`src/rtl/mul8s_arb_pkg.sv`:
```
// Shared types for the time-shared signed 8x8 multiplier arbiter.
// Used by mul8s_core and mul8s_share_arb.
package mul8s_arb_pkg;

    // Largest supported requester count and the id width that covers it.
    localparam int NREQ_MAX = 8;
    localparam int ID_W     = $clog2(NREQ_MAX);

    typedef logic signed [7:0]  op_t;
    typedef logic signed [15:0] prod_t;

    // One issued operation: both operands plus the requester that sent them.
    typedef struct packed {
        op_t             a;
        op_t             b;
        logic [ID_W-1:0] id;
    } mul_req_t;

endpackage

```
`src/rtl/mul8s_core.sv`:
```
// Exact combinational signed 8x8 -> 16 multiplier.
// Kept as its own module so approximate variants can be dropped in.
import mul8s_arb_pkg::*;

module mul8s_core (
    input  op_t   a_i,
    input  op_t   b_i,
    output prod_t p_o
);

    // Full-precision two's-complement product; no rounding or truncation.
    assign p_o = a_i * b_i;

endmodule

```
`src/rtl/mul8s_share_arb.sv`:
```
// Round-robin arbiter that time-shares one mul8s_core among NREQ requesters.
//
// Handshake: on both sides a transfer happens on a rising clock edge where
// valid and ready are both high. Requesters hold operands while valid and not
// yet granted; the response bus holds rsp_p/rsp_id while rsp_valid & !rsp_ready.
//
// Build option: define MUL8S_ARB_PIPE2_EN to add an operand register stage in
// front of the core (latency 2 instead of 1, throughput unchanged).
import mul8s_arb_pkg::*;

module mul8s_share_arb #(
    parameter int NREQ = 4,
    parameter int IDW  = 2,
    parameter int CNTW = 16
) (
    input  logic              clk,
    input  logic              rst,
    input  logic [NREQ-1:0]   req_valid,
    input  logic [NREQ*8-1:0] req_a,
    input  logic [NREQ*8-1:0] req_b,
    output logic [NREQ-1:0]   req_ready,
    output logic              rsp_valid,
    input  logic              rsp_ready,
    output logic [15:0]       rsp_p,
    output logic [IDW-1:0]    rsp_id,
    output logic [CNTW-1:0]   op_count
);

    logic [IDW-1:0]  ptr_q, ptr_d;
    logic [CNTW-1:0] op_count_q, op_count_d;
    logic            rsp_valid_q;
    prod_t           rsp_p_q;
    logic [IDW-1:0]  rsp_id_q;

    logic            hold_out;     // output register blocked downstream
    logic            can_grant;
    logic            gnt_any;
    logic [IDW-1:0]  gnt_idx;
    mul_req_t        cur_req;      // operands of the requester being granted
    mul_req_t        core_req;     // operands presented to the core
    logic            stage_valid;  // core_req holds a live operation
    prod_t           core_p;
    logic            id_unused;

    assign hold_out = rsp_valid_q & ~rsp_ready;

`ifdef MUL8S_ARB_PIPE2_EN
    logic     s1_valid_q;
    mul_req_t s1_q;
    logic     s1_hold;

    // Stage 1 may only be refilled when it is empty or about to move forward.
    assign s1_hold     = hold_out & s1_valid_q;
    assign can_grant   = ~rst & ~s1_hold;
    assign core_req    = s1_q;
    assign stage_valid = s1_valid_q;

    // Operand register stage; holds with the output when both are occupied.
    always_ff @(posedge clk) begin
        if (rst) begin
            s1_valid_q <= 1'b0;
            s1_q       <= '0;
        end else if (!s1_hold) begin
            s1_valid_q <= gnt_any;
            if (gnt_any) begin
                s1_q <= cur_req;
            end
        end
    end
`else
    assign can_grant   = ~rst & ~hold_out;
    assign core_req    = cur_req;
    assign stage_valid = gnt_any;
`endif

    // Round-robin scan from the pointer upward; at most one one-hot grant.
    always_comb begin
        int j;
        j         = 0;
        gnt_any   = 1'b0;
        gnt_idx   = '0;
        req_ready = '0;
        if (can_grant) begin
            for (int k = 0; k < NREQ; k++) begin
                j = (int'(ptr_q) + k) % NREQ;
                if (!gnt_any && req_valid[j]) begin
                    gnt_any = 1'b1;
                    gnt_idx = IDW'(j);
                end
            end
        end
        if (gnt_any) begin
            req_ready[gnt_idx] = 1'b1;
        end
    end

    // Operand mux for the granted requester.
    always_comb begin
        cur_req.a  = req_a[{gnt_idx, 3'b000} +: 8];
        cur_req.b  = req_b[{gnt_idx, 3'b000} +: 8];
        cur_req.id = ID_W'(gnt_idx);
    end

    // The package id field may be wider than this instance needs.
    assign id_unused = ^core_req.id;

    // Next pointer and saturating issue counter.
    always_comb begin
        ptr_d      = ptr_q;
        op_count_d = op_count_q;
        if (gnt_any) begin
            ptr_d = (gnt_idx == IDW'(NREQ - 1)) ? '0 : gnt_idx + 1'b1;
            if (op_count_q != '1) begin
                op_count_d = op_count_q + 1'b1;
            end
        end
    end

    mul8s_core u_core (
        .a_i (core_req.a),
        .b_i (core_req.b),
        .p_o (core_p)
    );

    // Arbitration state: round-robin pointer and issue counter.
    always_ff @(posedge clk) begin
        if (rst) begin
            ptr_q      <= '0;
            op_count_q <= '0;
        end else begin
            ptr_q      <= ptr_d;
            op_count_q <= op_count_d;
        end
    end

    // Output register: loads whenever it is free or being accepted this cycle.
    always_ff @(posedge clk) begin
        if (rst) begin
            rsp_valid_q <= 1'b0;
            rsp_p_q     <= '0;
            rsp_id_q    <= '0;
        end else if (!hold_out) begin
            rsp_valid_q <= stage_valid;
            if (stage_valid) begin
                rsp_p_q  <= core_p;
                rsp_id_q <= core_req.id[IDW-1:0];
            end
        end
    end

    assign rsp_valid = rsp_valid_q;
    assign rsp_p     = rsp_p_q;
    assign rsp_id    = rsp_id_q;
    assign op_count  = op_count_q;

endmodule

```
`config.mk`:
```
export PLATFORM = sky130hd
export DESIGN_NAME = mul8s_share_arb
export DESIGN_NICKNAME = d
export VERILOG_FILES = /design/src/rtl/mul8s_arb_pkg.sv /design/src/rtl/mul8s_core.sv /design/src/rtl/mul8s_share_arb.sv
export SDC_FILE = /design/constraint.sdc
export NUM_CORES = 1
export LEC_CHECK = 0
export ABC_CLOCK_PERIOD_IN_PS = 8000
export CELL_PAD_IN_SITES_DETAIL_PLACEMENT = 0
export CELL_PAD_IN_SITES_GLOBAL_PLACEMENT = 2
export CORE_ASPECT_RATIO = 1.1
export CORE_MARGIN = 1.5
export CORE_UTILIZATION = 27
export DETAILED_ROUTE_END_ITERATION = 12
export PLACE_DENSITY_LB_ADDON = 0.08
export SYNTH_ARGS = -nofsm -noshare
export SYNTH_HDL_FRONTEND = slang
export SYNTH_HIERARCHICAL = 1
export SYNTH_SLANG_ARGS = --single-unit
```
`constraint.sdc`:
```
create_clock -name clk -period 8 [get_ports clk]
set_clock_uncertainty 0.1 [all_clocks]
set_input_delay 2.4 -clock clk [delete_from_list [all_inputs] [get_ports clk]]
set_output_delay 2.4 -clock clk [all_outputs]
set_load 0.02 [all_outputs]
```
* Word-level counts from Yosys, hierarchy flattened
Cells that the tools add are included.
** Storage, ports and cells
- Bits in registers :: 37
- Output and inout bits :: 39
- Input bits :: 71
- Word-level logic and storage cells :: 69
** Cells by class
- Multiply operators :: 1
- $lt $le $gt $ge :: 6
- Mux-type cells :: 28
- Bitwise logic cells :: 8
- Reductions and logical operators :: 12
- Shift operators :: 2
- Eq/ne operators :: 2
- Add/sub/neg operators :: 5
** Operators with widths (number)
- 32-bit by 6-bit variable part select with 8-bit output :: 2
- 16-bit by 1-bit adder with 16-bit output, second input constant :: 1
- 8-bit by 8-bit multiplier with 16-bit output :: 1
- 1-bit 2-to-1 mux :: 16
- 16-bit != test, second input constant :: 1
- 3-bit by 4-bit less-than comparator with 1-bit output, second input constant :: 3
- 2-bit 2-to-1 mux :: 6
- 1-bit binary-select mux with 2-bit select :: 4
- 2-bit by 3-bit less-than comparator with 1-bit output, second input constant :: 2
- 2-bit OR reduction :: 3
- 2-bit by 1-bit adder with 2-bit output, second input constant :: 2
- 2-bit adder, second input constant :: 2
- 1-bit logical AND :: 4
- 4-bit 2-to-1 mux :: 1
- 2-bit AND reduction :: 2
- 1-bit bitwise AND, first input constant :: 3
- 1-bit zero test :: 3
- 1-bit NOT :: 3
- 1-bit bitwise AND :: 2
- 1-bit demux with 2-bit select :: 1
- 2-bit equality test, second input constant :: 1
- 2-bit by 1-bit >= comparator with 1-bit output, second input constant :: 1

* Longest topological paths before layout
Gate-level depths: netlist (run 1).
- Depth after elaboration :: 22
- Gate-level depth with buffers :: 26
- Depth with buffers taken out :: 24

* Cells and area by module
Netlist (run 1), hierarchy kept.
** By module, submodules not included
- mul8s_core :: seq. area each 0.0 µm², area each 2532.4 µm², instances 1, cells each 289
- mul8s_share_arb :: seq. area each 740.7 µm², area each 2289.7 µm², instances 1, cells each 278

* Least setup slack after synthesis (run 1)
No wires, ideal clock.
- Kind :: input to register
- Start :: input req_valid[0]
- End :: register rsp_p_q[11] (netlist: rsp_p[11])
- Data required time :: 7.826 ns
- Slack :: 0.267 ns
- Path buffers :: 2
- Setup time :: 0.074 ns
- Data arrival time :: 7.559 ns
- Stages :: 22
- Cells stage by stage :: nor4_2 or3_1 buf_2 nor4_4 buf_6 o221ai_1 nand2b_1 fa_1 fa_1 inv_1 fa_1 inv_1 fa_1 inv_1 ha_1 a21o_1 a21oi_2 a21boi_2 or4_1 nand3_1 nand2_1 o21ai_0
** RTL lines
- from (decl) :: line mul8s_share_arb.sv:18 : input logic [NREQ-1:0] req_valid,
- to (signal assigned) :: line mul8s_share_arb.sv:145 : rsp_p_q <= core_p;
- to (decl) :: line mul8s_share_arb.sv:32 : prod_t rsp_p_q;

==> results of run 1 <==
-- final timing paths --
kind / from / endpoint / cells past startpoint / slack [ns]
setup / recovery: req_valid[3] / rsp_p[11]$_SDFFE_PP0P_ / 26 / 0.27
hold / removal: rsp_p[9]$_SDFFE_PP0P_ / rsp_p[9]$_SDFFE_PP0P_ / 2 / 0.38
setup reg to reg: ptr_q[1]$_SDFFE_PP0P_ / rsp_p[11]$_SDFFE_PP0P_ / 26 / 2.20
hold reg to reg: rsp_p[9]$_SDFFE_PP0P_ / rsp_p[9]$_SDFFE_PP0P_ / 2 / 0.38
-- placed cells by master (no fill, tap or decap), types with 4 or more instances in the layout --
cell / Yosys / final
clkdlybuf4s50_1: 0 / 103
inv_1: 90 / 89
buf_4: 2 / 89
fa_1: 55 / 55
nand2_1: 53 / 49
and2_1: 49 / 43
dfxtp_1: 37 / 37
nor2_1: 29 / 27
ha_1: 31 / 27
nand3_1: 23 / 23
nand2b_1: 24 / 21
o21ai_0: 22 / 20
xnor2_1: 17 / 17
a21oi_1: 15 / 15
mux2i_1: 18 / 13
nor2b_1: 12 / 11
xor2_1: 11 / 11
o221ai_4: 0 / 10
nand4_1: 9 / 9
buf_6: 2 / 8
nor3_1: 6 / 6
clkbuf_16: 0 / 6
buf_12: 0 / 6
o221ai_2: 11 / 5
and2_4: 0 / 5
ha_4: 0 / 4
-- per-stage QoR --
step                      area (um^2)  power (mW)  cells  util [%]  setup TNS (ns)
after floorplan                  4820        2.04    567         -               0
after global placement           6820        3.04    982      38.7           -2.75
after detailed placement         6820        3.00    982      38.7           -2.86
after CTS                        7420        3.43   1003      42.1               0
after global routing             7610        3.96   1011      43.2         -0.0294
final                            7610        3.50   1011      43.2               0
-- layout make-up --
| class | count | area, um^2 | share of cell area (%) |
|---|---|---|---|
| Clock buffer | 6 | 129 | 1.69 |
| Clock inverter | 2 | 38.8 | 0.509 |
| Inverter | 90 | 338 | 4.44 |
| Multi-Input combinational cell | 422 | 4000 | 52.6 |
| Sequential cell | 37 | 741 | 9.73 |
| Tap cell | 238 | 298 | 3.91 |
| Timing Repair Buffer | 216 | 2070 | 27.1 |
-- cells by family (layout without fill, tap and decap cells) --
| family | after synthesis | after routing | share of synthesized area [%] |
|---|---|---|---|
| buf+inv | 108 | 314 | 8.95 |
| compound gates | 64 | 64 | 10.1 |
| simple gates | 225 | 225 | 25.7 |
| mux | 19 | 19 | 3.97 |
| fa+ha+maj | 86 | 86 | 30.9 |
| xor+xnor | 28 | 28 | 5.09 |
| flops | 37 | 37 | 15.4 |
-- flip-flops by register name, indices dropped and copies added (netlist names) --
signal     count
op_count      16
ptr_q          2
rsp_id         2
rsp_p         16
rsp_valid      1
-- cell usage after synthesis, drive strengths merged (2+ instances only) --
cell | instances | share of area [%]
a21oi | 16 | 1.7
and2 | 49 | 6.4
buf | 8 | 1.2
clkbuf | 10 | 0.78
dfxtp | 37 | 15
fa | 55 | 23
ha | 31 | 8.0
inv | 90 | 7.0
mux2i | 18 | 3.7
nand2 | 53 | 4.1
nand2b | 24 | 3.1
nand3 | 23 | 2.4
nand4 | 9 | 1.2
nand4b | 3 | 0.54
nor2 | 29 | 2.3
nor2b | 12 | 1.6
nor3 | 7 | 0.83
nor4 | 4 | 1.3
nor4b | 3 | 0.67
o21a | 2 | 0.31
o21ai | 23 | 2.4
o221ai | 16 | 4.3
or4 | 2 | 0.31
xnor2 | 17 | 3.1
xor2 | 11 | 2.0
-- where the power goes --
| group | internal, mW | switching, mW |
|---|---|---|
| clock | 0.148 | 0.0824 |
| combinational | 1.59 | 1.43 |
| sequential | 0.229 | 0.0210 |
| total | 1.96 | 1.54 |
-- worst min-delay path: cells and delay by family, from the launching register on --
kind / cells / cell delay [ns]
DFF: 1 / 0.31
and+or+nand+nor: 1 / 0.06
AOI/OAI and AO/OA: 1 / 0.06
-- per-layer routing --
metal | vias to the layer above | global-route usage, % | share of wire, %
met5 | - | 0 | 0
met4 | 0 | 3.93 | 1.6
met3 | 14 | 2.21 | 5.0
met2 | 97 | 27.9 | 47
met1 | 2092 | 21.1 | 46
li1 | 2250 | - | -
-- repair_timing --
| item | in CTS | in global routing |
|---|---|---|
| resized for setup | 48 | 29 |
| pin swaps | 20 | 13 |
| endpoints found under the setup margin | 6 | 7 |
| gates cloned | 3 | 1 |
| buffers inserted | 12 | 7 |
==> results.sh, run 1 <==
export IMPL_core_area_um2=17600
export IMPL_finalCriticalPeriod_ns=7.73
export IMPL_cts_buffer_depth=2
export IMPL_slew_limit_headroom_pct=46.5
export IMPL_dp_slack_ns=-0.513
export IMPL_grt_pass1_wl_um=23900
export IMPL_remaining_drc_errors=0
export IMPL_finalCritPeriodShare_pct=96.6
export IMPL_firstDrtPassIters=4
export IMPL_setup_violations=0
export IMPL_drive_above_1_share_pct=22.0
export IMPL_fp_dieArea_um2=18700
export IMPL_synth_flop_cell="dfxtp_1"
export IMPL_grt_max_degree=37
export IMPL_diodes=0
export IMPL_clockRootBuffer="clkbuf_16"
export IMPL_nets=929
export IMPL_gp_routability_congestion=0.820
export IMPL_slowest_delay_ns=0.54
export IMPL_dp_hpwl_um=11400
export IMPL_ys_types=50
export IMPL_grt_total_usage_pct=16.1
export IMPL_synth_edff_count=0
export IMPL_path_common_cell="inv_1"
export IMPL_syn_nets=724
export IMPL_holdWs_ns=0.377
export IMPL_initial_utilization_pct=27.4
export IMPL_yosysWarnings=6
export IMPL_antenna_found_initial=0
export IMPL_hold_viol_final=0
export IMPL_fill_cells=1801
export IMPL_cp_max_fo=7
export IMPL_crit_type="in -> reg"
export IMPL_crit_required_ns=8.12
export IMPL_dr_first_iter_drc_count=102
export IMPL_die_w_um=130
export IMPL_io_pin_count=110
export IMPL_vias=4453
export IMPL_grt_ovfl_total=0
export IMPL_leakagePower_nw=3.21
export IMPL_fp_dieH_um=143
export IMPL_clkLatencyLatePin_ns=0.28
export IMPL_drt_wl_total_um=14500
export IMPL_cts_sinks=37
export IMPL_yosysSeqAreaShare_pct=15.4
export IMPL_synthCells=567
export IMPL_critPathBufInv=10
export IMPL_wl_per_cell_um=14.4
export IMPL_path_delay_family="adder cells"
export IMPL_power_density_nw_per_um2=460
export IMPL_port_buffer_count=109
export IMPL_max_freq_mhz=129
export IMPL_arrival_ns=7.85
export IMPL_rows=51
export IMPL_drt_vias_per_instance=4.40
export IMPL_synth_area_per_cell_um2=8.50
export IMPL_synth_seq_cells=37
export IMPL_grt_pass1_vias=4860
export IMPL_tightestPinTransition_ns=0.795
export IMPL_cts_tree="built"
export IMPL_fin_ws_ns=0.273
export IMPL_peakVddDrop_mv=0.376
export IMPL_min_path_type="reg -> reg"
export IMPL_mappedNetlistArea_um2=4820
export IMPL_max_cap_violations=0
export IMPL_cts_hold_buf=0
export IMPL_slew_violations=0
export IMPL_status="finished, final reports clean"
export IMPL_ant_nets=0
export IMPL_h_tree_depth=2
export IMPL_areaGrowthSynthToFinish_pct=57.9
export IMPL_critPathCaptureType="register"
export IMPL_clk_pin_slew_worst_paths_ns=0.06
export IMPL_critPathSlowestCell="fa_1"
export IMPL_async_flop_share_pct=0
export IMPL_numCtsBuffers=5
export IMPL_crit_path_start_kind="input pin"
Note: power is estimated with default switching activity, not from simulation.
==> run 2: changes to the inputs <==
--- a/config.mk
+++ b/config.mk
@@ -12,7 +12,7 @@
 export CORE_MARGIN = 1.5
 export CORE_UTILIZATION = 27
 export DETAILED_ROUTE_END_ITERATION = 12
-export PLACE_DENSITY_LB_ADDON = 0.08
+export PLACE_DENSITY_LB_ADDON = 0.05
 export SYNTH_ARGS = -nofsm -noshare
 export SYNTH_HDL_FRONTEND = slang
 export SYNTH_HIERARCHICAL = 1
==> run 2 against run 1 <==
Sequential power about the same. Critical path depth unchanged. Clock power down 13%. Count of clock-buffer cells in the layout fell by 1. Worst setup slack better by 0.0085 ns. Sequential share of layout area increased by 0.17 points. Core utilization shrank 0.72 points. Global-route usage is 0.91 points lower. Critical path type unchanged. Critical endpoint unchanged.
==> results.sh, run 2 (synthesized netlist as in run 1, its figures left out) <==
export IMPL_grt_pass1_vias=4522
export IMPL_power_density_nw_per_um2=443
export IMPL_post_route_util_pct=42.5
export IMPL_dr_max_layer_used="met4"
export IMPL_remaining_drc_errors=0
export IMPL_crit_type="in -> reg"
export IMPL_slowest_delay_ns=0.54
export IMPL_dr_first_iter_drc_count=86
export IMPL_fill_cells=1814
export IMPL_nets=916
export IMPL_core_area_um2=17600
export IMPL_crit_required_ns=8.12
export IMPL_arrival_ns=7.84
export IMPL_cts_buffer_depth=2
export IMPL_fp_dieH_um=143
export IMPL_min_path_type="reg -> reg"
export IMPL_ant_nets=0
export IMPL_regArea_um2=741
export IMPL_h_tree_depth=2
export IMPL_crit_path_start_kind="input pin"
export IMPL_grt_pass1_wl_um=22500
export IMPL_max_freq_mhz=130
export IMPL_critPathCaptureType="register"
export IMPL_cts_hold_buf=0
export IMPL_diodes=0
export IMPL_grt_total_usage_pct=15.2
export IMPL_numCtsBuffers=5
export IMPL_gp_routability_congestion=0.772
export IMPL_initial_utilization_pct=27.4
export IMPL_cp_max_fo=7
export IMPL_total_power_mw=3.32
export IMPL_multi_input_area_um2=4020
export IMPL_dp_cells=966
export IMPL_dp_hpwl_um=11100
export IMPL_grt_max_degree=35
export IMPL_layout_common_cells="clkdlybuf4s50_1 (103), inv_1 (87), buf_4 (79)"
export IMPL_drive_above_1_share_pct=22.2
export IMPL_finalCriticalPeriod_ns=7.72
export IMPL_drt_vias_per_instance=4.39
export IMPL_setup_violations=0
export IMPL_leakagePower_nw=3.12
export IMPL_tightestPinTransition_ns=0.783
export IMPL_port_buffer_count=109
export IMPL_slew_limit_headroom_pct=47.3
export IMPL_wl_per_cell_um=14.1
export IMPL_drt_wl_total_um=14100
export IMPL_wl_met2_um=6450
export IMPL_die_w_um=130
export IMPL_clk_pin_slew_worst_paths_ns=0.06
export IMPL_hold_viol_final=0
export IMPL_antenna_found_initial=0
export IMPL_slew_violations=0
export IMPL_io_pin_count=110
export IMPL_vias=4382
export IMPL_firstDrtPassIters=4
export IMPL_fp_dieArea_um2=18700
export IMPL_final_common_cell="clkdlybuf4s50_1"
export IMPL_clkLatencyLatePin_ns=0.29
export IMPL_stdcell_count=998
export IMPL_peakVddDrop_mv=0.369
export IMPL_cts_tree="built"
export IMPL_status="finished, final reports clean"
export IMPL_max_cap_violations=0
export IMPL_grt_ovfl_total=0
export IMPL_critPathSlowestCell="fa_1"
export IMPL_rows=51
export IMPL_finalCritPeriodShare_pct=96.5
export IMPL_met1Wirelength_um=6880
export IMPL_wl_met3_um=652
export IMPL_clockRootBuffer="clkbuf_16"
export IMPL_cts_sinks=37
export IMPL_areaGrowthSynthToFinish_pct=55.3
[run 2: power by group]
part / internal, mW / switching [mW] / total [mW]
registers: 0.229 / 0.0212 / 0.250
logic: 1.47 / 1.40 / 2.87
clock network: 0.116 / 0.0840 / 0.200
[run 2: stage by stage]
stage                     hold slack (ns)  instance area [um^2]  worst slack, ns  TNS [ns]
after global placement              0.363                  6690           -0.536     -3.45
after floorplan                     0.394                  4820            0.267         0
after detailed placement            0.366                  6690           -0.591     -3.63
after CTS                           0.377                  7020          0.00622         0
final                               0.375                  7490            0.281         0
after global routing                0.393                  7490         -0.00504  -0.00504
[run 2: final cells by class]
| class | instances | area share (%) |
|---|---|---|
| Inverter | 90 | 4.51 |
| Clock inverter | 3 | 0.301 |
| Sequential cell | 37 | 9.89 |
| Multi-Input combinational cell | 422 | 53.7 |
| Tap cell | 238 | 3.98 |
| Clock buffer | 5 | 1.67 |
| Timing Repair Buffer | 203 | 26.0 |
[run 2: worst max-delay path: cells and delay by family]
kind,cells,cell delay (ns)
fa+ha+maj,5,2.28
buf+inv,9,1.06
simple gates,7,1.44
compound gates,5,0.66
[run 2: worst paths after layout]
path,end,slack (ns),startpoint,cells past startpoint
setup / recovery,rsp_p[11]$_SDFFE_PP0P_,0.28,req_valid[3],26
hold / removal,rsp_p[15]$_SDFFE_PP0P_,0.37,rsp_p[15]$_SDFFE_PP0P_,2
setup reg to reg,rsp_p[11]$_SDFFE_PP0P_,2.18,rsp_valid$_SDFFE_PP0N_,25
hold reg to reg,rsp_p[15]$_SDFFE_PP0P_,0.37,rsp_p[15]$_SDFFE_PP0P_,2
[run 2: layer usage]
layer / up-vias / global-route usage [%]
met4: 0 / 3.30
met5: - / 0
li1: 2223 / -
met1: 2060 / 21.5
met2: 91 / 25.0
met3: 8 / 1.57
[run 2: repair_timing]
item / 4_1_cts / 5_1_grt
endpoints found under the hold margin: 0 / 0
pin swaps: 3 / 21
setup endpoints to repair: 7 / 8
setup buffers: 5 / 15
gates cloned: 1 / 3
resized for setup: 21 / 62
==> run 3: changes to the inputs <==
--- a/config.mk
+++ b/config.mk
@@ -6,6 +6,7 @@
 export NUM_CORES = 1
 export LEC_CHECK = 0
 export ABC_CLOCK_PERIOD_IN_PS = 8000
+export CAP_MARGIN = 25
 export CELL_PAD_IN_SITES_DETAIL_PLACEMENT = 0
 export CELL_PAD_IN_SITES_GLOBAL_PLACEMENT = 2
 export CORE_ASPECT_RATIO = 1.1
@@ -13,6 +14,7 @@
 export CORE_UTILIZATION = 27
 export DETAILED_ROUTE_END_ITERATION = 12
 export PLACE_DENSITY_LB_ADDON = 0.05
+export RECOVER_POWER = 100
 export SYNTH_ARGS = -nofsm -noshare
 export SYNTH_HDL_FRONTEND = slang
 export SYNTH_HIERARCHICAL = 1
==> run 3 against run 2 <==
Sequential share of layout area grew 0.055 points. Combinational power down 2%. Die area unchanged. Non-clock buffer count unchanged. Count of clock-buffer cells in the layout did not move. Flip-flop and latch count stayed put. The run now ends with capacitance limit, slew limit left. First-iteration DRC count is 2.3% higher. Largest power group unchanged. Critical path type unchanged. Global-route usage stayed put. Hold slack got worse by 0.0031 ns. Sequential power hardly changed. Maximum frequency rose by 0.13%. Highest routed layer unchanged.
==> results.sh, run 3 (synthesized netlist as in run 1, its figures left out) <==
export IMPL_diodes=0
export IMPL_port_buffer_count=109
export IMPL_fin_ws_ns=0.291
export IMPL_clk_pin_slew_worst_paths_ns=0.06
export IMPL_setup_violations=0
export IMPL_dp_cells=966
export IMPL_min_path_type="reg -> reg"
export IMPL_gp_routability_congestion=0.772
export IMPL_fill_cells=1820
export IMPL_fp_dieArea_um2=18700
export IMPL_critPathBufInv=9
export IMPL_tightestPinTransition_ns=1.51
export IMPL_dp_slack_ns=-0.591
export IMPL_grt_pass1_vias=4522
export IMPL_dpl_instance_area_um2=6690
export IMPL_nets=916
export IMPL_peakVddDrop_mv=0.363
export IMPL_slew_limit_headroom_pct=-1.66
export IMPL_post_route_util_pct=42.3
export IMPL_cp_max_fo=7
export IMPL_cts_sinks=37
export IMPL_path_delay_family="adder cells"
export IMPL_hold_viol_final=0
export IMPL_vias=4386
export IMPL_grt_total_usage_pct=15.2
export IMPL_regArea_um2=741
export IMPL_p_seq_share_pct=7.6
export IMPL_reg2reg_to="rsp_p[11]$_SDFFE_PP0P_"
export IMPL_path_depth=26
export IMPL_hold_path_startpoint="rsp_p[11]$_SDFFE_PP0P_"
export IMPL_slowest_delay_ns=0.54
export IMPL_remaining_drc_errors=0
export IMPL_drt_vias_per_instance=4.39
export IMPL_core_area_um2=17600
export IMPL_power_internal_mw=1.78
export IMPL_p_comb_share_pct=86.3
export IMPL_stdcell_count=998
export IMPL_die_w_um=130
export IMPL_arrival_ns=7.83
export IMPL_critPathSlowestCell="fa_1"
export IMPL_r2r_start="rsp_valid$_SDFFE_PP0N_"
export IMPL_h_tree_depth=2
export IMPL_timing_reg2reg_worst_path_depth=25
export IMPL_layout_common_cells="inv_1 (87), buf_4 (73), clkdlybuf4s50_1 (64)"
export IMPL_slew_violations=11
export IMPL_violations="capacitance limit, slew limit"
export IMPL_wl_per_cell_um=14.1
export IMPL_grt_max_degree=35
export IMPL_dr_first_iter_drc_count=88
export IMPL_numCtsBuffers=5
export IMPL_power_density_nw_per_um2=439
export IMPL_initial_utilization_pct=27.4
export IMPL_regToRegSetupSlack_ns=2.20
export IMPL_crit_required_ns=8.12
export IMPL_grt_pass1_wl_um=22500
export IMPL_fp_dieH_um=143
export IMPL_leakagePower_nw=3.20
export IMPL_drive_above_1_share_pct=21.6
export IMPL_cts_tree="built"
export IMPL_areaGrowthSynthToFinish_pct=54.4
export IMPL_grt_ovfl_total=0
export IMPL_pwr_share_clk_pct=6.1
export IMPL_dp_hpwl_um=11100
export IMPL_ant_nets=0
export IMPL_holdPathStages=2
export IMPL_p_sw_mw=1.49
export IMPL_cts_buffer_depth=2
export IMPL_io_pin_count=110
export IMPL_final_common_cell="inv_1"
export IMPL_drt_wl_total_um=14100
export IMPL_clockRootBuffer="clkbuf_16"
export IMPL_power_switching_share_pct=45.6
export IMPL_firstDrtPassIters=4
export IMPL_crit_type="in -> reg"
export IMPL_multi_input_area_um2=3990
export IMPL_critPathCaptureType="register"
export IMPL_hold_end="rsp_p[11]$_SDFFE_PP0P_"
export IMPL_status="finished, violations left"
export IMPL_crit_path_start_kind="input pin"
export IMPL_max_freq_mhz=130
export IMPL_finalCritPeriodShare_pct=96.4
export IMPL_clkLatencyLatePin_ns=0.29
export IMPL_fin_area_um2=7450
export IMPL_antenna_found_initial=0
export IMPL_rows=51
export IMPL_cts_hold_buf=0
export IMPL_finalCriticalPeriod_ns=7.71
export IMPL_max_cap_violations=1
-- run 3: changes by cell type in the layout (fill, tap and decap cells not counted), sizes merged --
| cell | change |
|---|---|
| buf | -6 |
| clkbuf | +6 |
| clkdlybuf4s50 | -39 |
| dlygate4sd3 | +39 |
-- run 3: power by group through the flow --
stage | clock network (mW) | logic, mW | registers (mW)
floorplan | 0 | 1.75 | 0.289
finish | 0.200 | 2.82 | 0.249
detailed placement | 0 | 2.63 | 0.254
global route | 0.220 | 3.24 | 0.254
global placement | 0 | 2.64 | 0.254
CTS | 0.212 | 2.73 | 0.251
-- run 3: final cells by class --
| class | count | area share [%] |
|---|---|---|
| Timing Repair Buffer | 203 | 26.0 |
| Clock buffer | 5 | 1.68 |
| Clock inverter | 3 | 0.302 |
| Tap cell | 238 | 4.00 |
| Multi-Input combinational cell | 422 | 53.5 |
| Inverter | 90 | 4.54 |
| Sequential cell | 37 | 9.95 |
-- run 3: how the worst max path moves through the flow --
stage	startpoint	to	slack [ns]
after floorplan	req_valid[0]	rsp_p[11]$_SDFFE_PP0P_	0.27
after global placement	req_valid[2]	rsp_p[15]$_SDFFE_PP0P_	-0.54
after detailed placement	req_valid[2]	rsp_p[15]$_SDFFE_PP0P_	-0.59
after CTS	rsp_ready	rsp_p[11]$_SDFFE_PP0P_	0.006
after global routing	req_valid[2]	rsp_p[11]$_SDFFE_PP0P_	-0.002
final	req_valid[3]	rsp_p[11]$_SDFFE_PP0P_	0.29
-- run 3: metrics by stage --
stage	setup TNS, ns	hold WS (ns)	total power, mW
floorplan	0	0.394	2.04
global placement	-3.45	0.363	2.89
detailed placement	-3.63	0.366	2.88
CTS	0	0.377	3.19
global route	-0.00220	0.390	3.71
finish	0	0.372	3.27
-- run 3: what timing repair did --
item                       CTS  global route
pin swaps                    3            21
gates cloned                 1             3
setup endpoints to repair    7             8
gates resized for setup     21            62
buffers inserted             5            15
-- run 3: layer usage --
| metal | routed length, um | global-route usage (%) | up-vias |
|---|---|---|---|
| li1 | - | - | 2223 |
| met1 | 6820 | 21.5 | 2064 |
| met2 | 6470 | 25.0 | 91 |
| met3 | 673 | 1.57 | 8 |
| met4 | 134 | 3.30 | 0 |
| met5 | 0 | 0 | - |
-- run 3: worst min-delay path, delay by kind of cell (launching register included) --
family	cells	cell delay (ns)
flops	1	0.31
compound gates	1	0.05
simple gates	1	0.06
